==> config.mk <==
export PLATFORM = sky130hd
export DESIGN_NAME = mult_ctrl
export DESIGN_NICKNAME = d
export VERILOG_FILES = /design/src/rtl/pkg_mult.sv /design/src/rtl/mult_step_cnt.sv /design/src/rtl/mult_ctrl.sv
export SDC_FILE = /design/constraint.sdc
export NUM_CORES = 1
export LEC_CHECK = 0
export BUFFER_PORTS_ARGS = -buffer_cell sky130_fd_sc_hd__buf_2
export CORE_AREA = 2 2 39 41
export DETAILED_ROUTE_END_ITERATION = 6
export DIE_AREA = 0 0 41 43
export GPL_ROUTABILITY_DRIVEN = 1
export PLACE_DENSITY = 0.45
export SLEW_MARGIN = 20
export SYNTH_ARGS = -nofsm -noshare
export SYNTH_HDL_FRONTEND = slang
export SYNTH_SLANG_ARGS = --single-unit
export TNS_END_PERCENT = 10
==> constraint.sdc <==
create_clock -name i_clk -period 2.63 [get_ports i_clk]
set_input_delay 0.526 -clock i_clk [delete_from_list [all_inputs] [get_ports i_clk]]
set_output_delay 0.526 -clock i_clk [all_outputs]
set_load 0.005 [all_outputs]
==> src/rtl/pkg_mult.sv <==
// Shared types and constants for the sequential shift-and-add multiplier.
package pkg_mult;

  localparam int unsigned DW = 8;
  localparam int unsigned CW = $clog2(DW);

  typedef logic [DW-1:0]   val_t;
  typedef logic [2*DW-1:0] multiplier_t;
  typedef logic [CW-1:0]   count_t;

  typedef enum logic [1:0] {
    IDLE,
    LOAD,
    RUN,
    DONE
  } state_e;

endpackage

==> src/rtl/mult_step_cnt.sv <==
// Clearable, enabled step counter; saturates at DW-1 and flags it on tc.
module mult_step_cnt
  import pkg_mult::*;
#(
  parameter int unsigned DW = pkg_mult::DW
) (
  input  logic                   clk,
  input  logic                   rst,
  input  logic                   clr,
  input  logic                   en,
  output logic [$clog2(DW)-1:0]  cnt,
  output logic                   tc
);

  localparam int unsigned CW = $clog2(DW);
  localparam logic [CW-1:0] LAST = CW'(DW - 1);

  assign tc = (cnt == LAST);

  always_ff @(posedge clk or negedge rst) begin
    if (!rst) begin
      cnt <= '0;
    end else if (clr) begin
      cnt <= '0;
    end else if (en && !tc) begin
      cnt <= cnt + CW'(1);
    end
  end

endmodule

==> src/rtl/mult_ctrl.sv <==
// Sequencing controller for the shift-and-add multiplier: load, DW shift/add steps, hold done.
module mult_ctrl
  import pkg_mult::*;
#(
  parameter int unsigned DW = pkg_mult::DW
) (
  input  logic                   i_clk,
  input  logic                   i_rst,
  input  logic                   i_start,
  input  logic                   i_ack,
  input  logic                   i_lsb,
  output logic                   o_load,
  output logic                   o_shift,
  output logic                   o_add,
  output logic                   o_busy,
  output logic                   o_done,
  output logic [$clog2(DW)-1:0]  o_cnt
);

  state_e state, state_nxt;
  logic   tc;

  always_ff @(posedge i_clk or negedge i_rst) begin
    if (!i_rst) begin
      state <= IDLE;
    end else begin
      state <= state_nxt;
    end
  end

  // Enables decode from the registered state only; o_add is the lone path from an input.
  always_comb begin
    state_nxt = state;
    o_load    = 1'b0;
    o_shift   = 1'b0;
    o_busy    = 1'b0;
    o_done    = 1'b0;
    unique case (state)
      IDLE: begin
        if (i_start) state_nxt = LOAD;
      end
      LOAD: begin
        o_load    = 1'b1;
        o_busy    = 1'b1;
        state_nxt = RUN;
      end
      RUN: begin
        o_shift = 1'b1;
        o_busy  = 1'b1;
        if (tc) state_nxt = DONE;
      end
      DONE: begin
        o_done = 1'b1;
        if (i_start)    state_nxt = LOAD;
        else if (i_ack) state_nxt = IDLE;
      end
      default: state_nxt = IDLE;
    endcase
    o_add = o_shift & i_lsb;
  end

  mult_step_cnt #(
    .DW (DW)
  ) u_step_cnt (
    .clk (i_clk),
    .rst (i_rst),
    .clr (o_load),
    .en  (o_shift),
    .cnt (o_cnt),
    .tc  (tc)
  );

endmodule
==> flow_metrics.env <==
export IMPL_worstPathRequired_ps=2100
export IMPL_grt_pass1_vias=287
export IMPL_yosys_area_share_simple=0.130
export IMPL_drive_gt1_frac=0.347
export IMPL_rsz0062_at_grt="no"
export IMPL_p_per_area_nw_per_um2=1200
export IMPL_vias=289
export IMPL_root_buffer="clkbuf_4"
export IMPL_synth_warnings=0
export IMPL_cts_sinks=5
export IMPL_antenna_cells=0
export IMPL_leakage_nw=0.267
export IMPL_setup_ws_ps=830
export IMPL_final_hold_violation_count=0
export IMPL_ctsHtreeMaxLevel=1
export IMPL_outcome="completed"
export IMPL_postCtsHoldBufs=0
export IMPL_initial_utilization=0.258
export IMPL_finalSetupViolations=0
export IMPL_synthToLayoutAreaGrowth_pct=28.4
export IMPL_tritoncts="yes"
export IMPL_finalSetupTns_ps=0
export IMPL_drc=0
export IMPL_die_x_um=41
export IMPL_viasPerCell=4.45
export IMPL_cts_buffers=3
export IMPL_use_met2=0.159
export IMPL_max_slew_margin=0.825
export IMPL_cts_resized_gates=0
export IMPL_yosys_area_top_type="dfrtp_1"
export IMPL_slowest_stage="dfrtp_1"
export IMPL_max_cap_violations=0
export IMPL_ios=13
export IMPL_cpPeakStageDelay_ps=430
export IMPL_synth_top_cell_area_share=0.351
export IMPL_ys_ff_latch=5
export IMPL_fp_dieArea_um2=1760
export IMPL_synth_fa_ha_area_frac=0.246
export IMPL_synth_top_family_by_area="adder cells"
export IMPL_antenna_found_initial=0
export IMPL_first_pass_iters=4
export IMPL_fillers=141
export IMPL_period_needed_ps=1800
export IMPL_power_uw=552
export IMPL_fp_coreArea_um2=1380
export IMPL_synth_xor_area_share=0.0246
export IMPL_finalCritPeriodShare=0.684
export IMPL_synthMuxAreaShare=0.0982
export IMPL_clk_pin_slew_ps=40
export IMPL_dp_slack_ps=936
export IMPL_track_usage=0.0981
export IMPL_die_h_um=43
export IMPL_crit_fanout=5
export IMPL_nets=62
export IMPL_dpl_hpwl_um=586
export IMPL_synth_avg_cell_area_um2=10.5
export IMPL_synth_edff_count=0
export IMPL_synthTopCellsByArea="dfrtp_1 (35%), ha_1 (25%), mux2i_1 (5.6%), a211oi_1 (4.2%), mux2_4 (4.2%)"
export IMPL_cp_arrival_ps=1270
export IMPL_clk_latency_ps=230
export IMPL_synth_cells=34
export IMPL_syn_area_um2=357
export IMPL_end_kind="primary output"
export IMPL_fin_worst_skew_ps=4.85
export IMPL_postCtsSetupBuffers=0
export IMPL_maxSlewViolCount=0
export IMPL_ys_seq_area_frac=0.351
export IMPL_worst_setup_path_type="reg -> out"
export IMPL_gp_congestion=0.733
export IMPL_clk_path_buf_depth=2
export IMPL_fmax_mhz=556
export IMPL_ys_types=16
export IMPL_ys_async_sr_fraction=1.00
export IMPL_grt_pass1_wl_um=1180
export IMPL_crit_path_cell_trace="inv_1, ha_1, and2_1, buf_2"
export IMPL_detail_route_iter0_violations=2
export IMPL_grt_max_degree=6
export IMPL_wire_per_inst_um=10.6
export IMPL_ant_nets=0
export IMPL_busiest_layer="met2"
export IMPL_globalRouteOverflowTotal=0
export IMPL_hold_path_class="in -> async"
export IMPL_io_buffers=12
export IMPL_use_met1=0.118
export IMPL_synth_compound_area_share=0.105
export IMPL_num_rows=14
export IMPL_peakVddDrop_uv=363
export IMPL_crit_path_start_kind="register"
export IMPL_synth_net_count=46
export IMPL_met3_usage=0.0157
export IMPL_synthFlopType="dfrtp_1"
export IMPL_wirelength_um=692
export IMPL_tightest_slew_ps=262
==> layout make-up <==
type / count / area (um2) / area share
Multi-Input combinational cell: 25 / 215 / 0.470
Inverter: 3 / 11.3 / 0.0246
Timing Repair Buffer: 12 / 60.1 / 0.131
Sequential cell: 5 / 125 / 0.273
Tap cell: 16 / 20.0 / 0.0437
Clock buffer: 4 / 26.3 / 0.0574
==> critical path, delay by kind of cell, from the launching register on <==
kind	cells	cell delay, ps
adders and majority gates	1	230
and+or+nand+nor	1	130
DFF	1	430
buffers and inverters	2	240
==> where the power goes <==
| group | leakage, nW | switching (mW) | total (mW) | internal [mW] |
|---|---|---|---|---|
| clock network | 0.0150 | 0.0277 | 0.0848 | 0.0571 |
| logic | 0.189 | 0.150 | 0.315 | 0.165 |
| registers | 0.0632 | 0.0382 | 0.152 | 0.114 |
| total | 0.267 | 0.216 | 0.552 | 0.336 |
==> layout by cell type, fill, tap and decap left out <==
cell,count
nand2b_1,2
o311a_1,1
mux2_4,1
buf_2,12
nor2_1,4
nor2b_1,1
dfrtp_1,5
and2_1,1
clkbuf_1,1
clkbuf_4,3
a21oi_1,1
or2_2,1
o21a_1,1
mux2i_1,2
inv_1,3
ha_1,7
xor2_1,1
a211oi_1,2
==> metrics by stage <==
stage          cells  cell area, um2   util  hold WS (ps)
4_1_cts           65             458  0.331          91.4
6_report          65             458  0.331          93.2
3_5_place_dp      61             432  0.312           344
5_1_grt           65             458  0.331           102
2_1_floorplan     34             357      -           230
3_3_place_gp      61             432  0.312           343
==> cell usage after synthesis, drive strengths merged, types with 2 or more instances <==
cell	instances
a211oi	2
ha	7
inv	3
nand2b	2
dfrtp	5
mux2i	2
nor2	4
==> path summary, 6_finish.rpt <==
check,slack (ps),to,cells past startpoint,from
max,830,o_add,4,state[0]
max in group asynchronous,2400,u_step_cnt.cnt[1],1,i_rst
min in group i_clk,550,u_step_cnt.cnt[1],2,u_step_cnt.cnt[1]
min,90,state[0],1,i_rst
min reg2reg,550,u_step_cnt.cnt[1],2,u_step_cnt.cnt[1]
max reg2reg,940,state[1],5,state[0]
==> registers in the layout, indices dropped and copies added (netlist names) <==
| name | count |
|---|---|
| state | 2 |
| u_step_cnt.cnt | 3 |
==> kinds of logic (layout without fill, tap and decap cells) <==
logic type,Yosys count,in the layout
AO/OA/AOI/OAI,5,5
XOR/XNOR,1,1
adder cells (fa/ha/maj),7,7
buffers and inverters,4,19
flip-flops,5,5
multiplexers,3,3
AND/OR/NAND/NOR,9,9
==> routing by layer <==
layer	vias to the layer above	wire [um]	share of wire
met5	-	0	0
met4	0	0	0
met3	0	51	0.074
met2	11	349	0.50
met1	133	291	0.42
li1	145	-	-
Power figures use the tool's default switching activity.
